<file path="config.mk">
export PLATFORM = sky130hd
export DESIGN_NAME = portgroup_tx_ser
export DESIGN_NICKNAME = d
export VERILOG_FILES = /design/src/rtl/portgroup_tx_ser.sv
export SDC_FILE = /design/constraint.sdc
export NUM_CORES = 1
export LEC_CHECK = 0
export CORE_MARGIN = 2
export CORE_UTILIZATION = 56
export CTS_BUF_LIST = sky130_fd_sc_hd__clkbuf_4 sky130_fd_sc_hd__clkbuf_8 sky130_fd_sc_hd__clkbuf_16
export CTS_CLUSTER_DIAMETER = 100
export DETAILED_ROUTE_END_ITERATION = 7
export HOLD_SLACK_MARGIN = 0.12
export PLACE_DENSITY = 0.88
export REMOVE_ABC_BUFFERS = 1
export SYNTH_ARGS = -nofsm -noshare
export SYNTH_HDL_FRONTEND = slang
export SYNTH_SLANG_ARGS = --single-unit
</file>
<file path="constraint.sdc">
create_clock -name main_clk_i -period 4.32 [get_ports main_clk_i]
set_clock_uncertainty 0.05 [all_clocks]
set_input_delay 0.864 -clock main_clk_i [delete_from_list [all_inputs] [get_ports main_clk_i]]
set_output_delay 0.864 -clock main_clk_i [all_outputs]
set_load 0.02 [all_outputs]
</file>
<file path="src/rtl/portgroup_tx_ser.sv">
// rtl/portgroup_tx_ser.sv - LSB-first async serial frame transmitter for the port-group TX path
// Even-parity bit between data and stop is compiled in when `PORTGROUP_TX_SER_PARITY_EN is defined.
module portgroup_tx_ser #(
  parameter int width_p = 8,
  parameter int div_p   = 4
) (
  input  logic               main_clk_i,
  input  logic               main_rst_i,
  input  logic               regf_ctrl_ena_rval_i,
  input  logic [width_p-1:0] regf_tx_data0_rval_i,
  input  logic               tx_valid_i,
  output logic               tx_ready_o,
  output logic               tx_o,
  output logic               busy_o,
  output logic               done_o
);

  localparam int cnt_w_lp = $clog2(div_p + 1);
  localparam int idx_w_lp = $clog2(width_p + 1);
  localparam logic [cnt_w_lp-1:0] cnt_last_lp = cnt_w_lp'(div_p - 1);
  localparam logic [idx_w_lp-1:0] idx_last_lp = idx_w_lp'(width_p - 1);

`ifdef PORTGROUP_TX_SER_PARITY_EN
  typedef enum logic [2:0] {
    S_IDLE, S_START, S_DATA, S_PARITY, S_STOP
  } state_t;
`else
  typedef enum logic [2:0] {
    S_IDLE, S_START, S_DATA, S_STOP
  } state_t;
`endif

  state_t               state_q, state_d;
  logic [cnt_w_lp-1:0]  cnt_q, cnt_d;
  logic [idx_w_lp-1:0]  idx_q, idx_d;
  logic [width_p-1:0]   shift_q, shift_d;
  logic                 bit_end;
  logic                 accept;
`ifdef PORTGROUP_TX_SER_PARITY_EN
  logic                 parity_q, parity_d;
`endif

  assign tx_ready_o = (state_q == S_IDLE) && regf_ctrl_ena_rval_i;
  assign accept     = tx_valid_i && tx_ready_o;
  assign bit_end    = (cnt_q == cnt_last_lp);
  assign busy_o     = (state_q != S_IDLE);

  always_ff @(posedge main_clk_i) begin
    if (main_rst_i) begin
      state_q  <= S_IDLE;
      cnt_q    <= '0;
      idx_q    <= '0;
      shift_q  <= '0;
`ifdef PORTGROUP_TX_SER_PARITY_EN
      parity_q <= 1'b0;
`endif
    end else begin
      state_q  <= state_d;
      cnt_q    <= cnt_d;
      idx_q    <= idx_d;
      shift_q  <= shift_d;
`ifdef PORTGROUP_TX_SER_PARITY_EN
      parity_q <= parity_d;
`endif
    end
  end

  always_comb begin
    state_d  = state_q;
    cnt_d    = cnt_q;
    idx_d    = idx_q;
    shift_d  = shift_q;
    tx_o     = 1'b1;
    done_o   = 1'b0;
`ifdef PORTGROUP_TX_SER_PARITY_EN
    parity_d = parity_q;
`endif

    // Bit-period counter only runs inside a frame; wrap is the sole advance condition.
    if (state_q != S_IDLE) begin
      cnt_d = bit_end ? '0 : cnt_q + cnt_w_lp'(1);
    end

    case (state_q)
      S_IDLE: begin
        if (accept) begin
          shift_d  = regf_tx_data0_rval_i;
          cnt_d    = '0;
          idx_d    = '0;
          state_d  = S_START;
`ifdef PORTGROUP_TX_SER_PARITY_EN
          parity_d = ^regf_tx_data0_rval_i;
`endif
        end
      end
      S_START: begin
        tx_o = 1'b0;
        if (bit_end) state_d = S_DATA;
      end
      S_DATA: begin
        tx_o = shift_q[0];
        if (bit_end) begin
          shift_d = shift_q >> 1;
          idx_d   = idx_q + idx_w_lp'(1);
          if (idx_q == idx_last_lp) begin
`ifdef PORTGROUP_TX_SER_PARITY_EN
            state_d = S_PARITY;
`else
            state_d = S_STOP;
`endif
          end
        end
      end
`ifdef PORTGROUP_TX_SER_PARITY_EN
      S_PARITY: begin
        tx_o = parity_q;
        if (bit_end) state_d = S_STOP;
      end
`endif
      S_STOP: begin
        tx_o = 1'b1;
        if (bit_end) begin
          done_o  = 1'b1;
          state_d = S_IDLE;
        end
      end
      default: begin
        state_d = S_IDLE;
      end
    endcase
  end

endmodule

</file>
==> metrics <==
Lkg Pwr=around 0.43 nW; worst path arrival time=~2200 ps; Pwr Density=around 560 nW/µm²; Die ar.=between 2000 and 2500 µm²; Synth top area share=0.337; Hold Violations, Final=0; syn_area_per_cell=approximately 9.6 µm²; top post-synthesis cells by area=dfxtp_1 34%, mux2i_1 8.9%, a211oi_2 8.7%; WS Path Type=reg2out; P_sw=0.263 mW; Worst Hold Launch=cnt_q[1]; Area Growth Syn to Fin=15.5%; H-Tree Depth=1; endpoints failing setup=0; CTS tree=built; initial core utilization=0.592; actual slew at the worst max-slew pin=~1100 ps; Worst Setup End Kind=primary output; Mapped Area=1010 µm²; fmax=318 MHz; Yosys top cell by area=dfxtp_1; worst vdd ir=roughly 360 µV; hold_ws=about 450 ps; nets=~140; io pins=16; sw frac=0.406; Die Ht=46.5 µm; DR vias/cell=5.32; Skew-Pair Late Insertion Delay=290 ps; CTS root buf=clkbuf_4; total global-route track usage=0.177; Slew headroom=0.295; share of the yosys chip area belonging to registers=0.337; Post-Route WL=roughly 1800 µm; port bufs=15; CTS Sinks=17; non-filler cells in the finished layout=about 140; overall power=about 0.65 mW; Comb power frac=0.532; critical path launch point type=flip-flop; crit share post-route=0.727; share of power burned in the clock network=0.128; hpwl dp=1330 µm; post-synth cell types=32; Yosys warning total=0; antenna viol nets, final=0; Max Cap Viol=0; core box area=approximately 1700 µm²; GRT overflow=0; Hold Path Class=reg2reg; Routed wire per std cell=~12 µm; gp weighted congestion=between 0.7 and 0.8; R2R Path End=shift_q[7]; FILL cells=132; Slew Limit Fails=0; Max FO, Critical Path=15; Clock transition at path regs=approximately 110 ps; number of global-route vias before repair=672; clock buffer depth=2; total number of vias=between 700 and 800; initial antenna violation count=0; global-route wire length before repair=2700 µm; Core Rows=15; RSZ-0062 raised after global routing=no; Main synth FF type=dfxtp_1; hold depth=2; CTS Buf Count=3; post-CTS setup buffers=0; # DRC=0; Async S/R FF share, synth=0; Seq pwr share=0.339; Mapped Cells=105; proportion of layout cells with a drive suffix above 1=0.205; worst reg-to-reg setup slack=1720 ps; status=finished clean; Cells after DPL=between 100 and 150; n_diodes=0; Post-synth EDFFs=0; worst flop-to-flop path startpoint=state_q[0]; Seq cells post-synth=17; largest net degree at the start of global routing=21; Hold Buf Count CTS=0; FF-to-FF path depth=6; internal power=between 0.3 and 0.4 mW; data required time at the worst endpoint=3410 ps; setup TNS=0 ps; Synth top cells by count=17 x dfxtp_1, 9 x mux2i_1, 7 x a211oi_2, 7 x a21oi_1, 7 x nor2_2; hold path endpoint=cnt_q[1]; most frequent cell after synthesis=dfxtp_1; DR iter-0 viols=10; die width=46.5 µm; minimum clock period=~3100 ps; First-pass DRT Iterations=4; CTS-repair resized insts=0
-- worst max-delay path by stage --
stage | end | start | slack [ps]
finish | tx_o | state_q[0] | 1180
floorplan | tx_o | state_q[0] | 1990
detailed placement | tx_ready_o | regf_ctrl_ena_rval_i | 1230
global route | tx_o | state_q[0] | 1040
global placement | tx_ready_o | regf_ctrl_ena_rval_i | 1250
CTS | tx_o | state_q[0] | 1140
-- kinds of logic after synthesis --
logic type,synth area share
mux,0.0891
buf+inv,0.0705
compound gates,0.233
simple gates,0.197
flops,0.337
fa+ha+maj,0.0743
-- flip-flops by register name (all words and copies together) (netlist names) --
| signal | count |
|---|---|
| cnt_q | 3 |
| idx_q | 4 |
| shift_q | 8 |
| state_q | 2 |
-- worst max-delay path, stage by stage, from the launching register on --
cell and delay [ps]:
dfxtp_1 340, inv_1 100, ha_1 630, mux2i_1 250, clkdlybuf4s50_1 620
-- final cells by class --
class	instances	area, µm²	area share
Inverter	5	18.8	0.0161
Clock inverter	1	5.00	0.00429
Timing Repair Buffer	15	150	0.129
Sequential cell	17	340	0.292
Multi-Input combinational cell	76	599	0.513
Clock buffer	3	22.5	0.0193
Tap cell	25	31.3	0.0268
-- power by group through the flow --
| stage | sequential, mW | combinational (mW) | clock [mW] |
|---|---|---|---|
| floorplan | 0.218 | 0.265 | 0 |
| global placement | 0.221 | 0.331 | 0 |
| detailed placement | 0.223 | 0.351 | 0 |
| CTS | 0.220 | 0.352 | 0.0864 |
| global route | 0.223 | 0.378 | 0.0928 |
| finish | 0.220 | 0.345 | 0.0833 |
-- metrics by stage --
step | cell area [µm²] | setup WS, ps | util
6_report | 1170 | 1180 | 0.684
5_1_grt | 1170 | 1040 | 0.684
4_1_cts | 1170 | 1140 | 0.684
3_5_place_dp | 1140 | 1230 | 0.667
3_3_place_gp | 1140 | 1250 | 0.667
2_1_floorplan | 958 | 1990 | -
-- cell usage in the layout, fill, tap and decap left out, types with 2 or more instances in the layout --
master	netlist	routed
mux2i_1	9	9
and2_1	2	2
a21oi_1	7	7
clkdlybuf4s50_1	0	15
ha_1	6	6
nor2_2	7	7
nand2b_1	6	6
a31o_2	2	2
nand3_1	2	2
nand2_1	4	4
clkbuf_4	0	3
o21ai_0	3	3
inv_1	5	5
nor2b_1	2	2
nor2_1	5	5
dfxtp_1	17	17
a211oi_2	7	7
-- metal layers --
layer / track usage / share of wire
met4: 0.0514 / 0.0063
met5: 0 / 0
met1: 0.183 / 0.44
met2: 0.339 / 0.52
met3: 0.0471 / 0.039
Note: power is estimated with default switching activity, not from simulation.
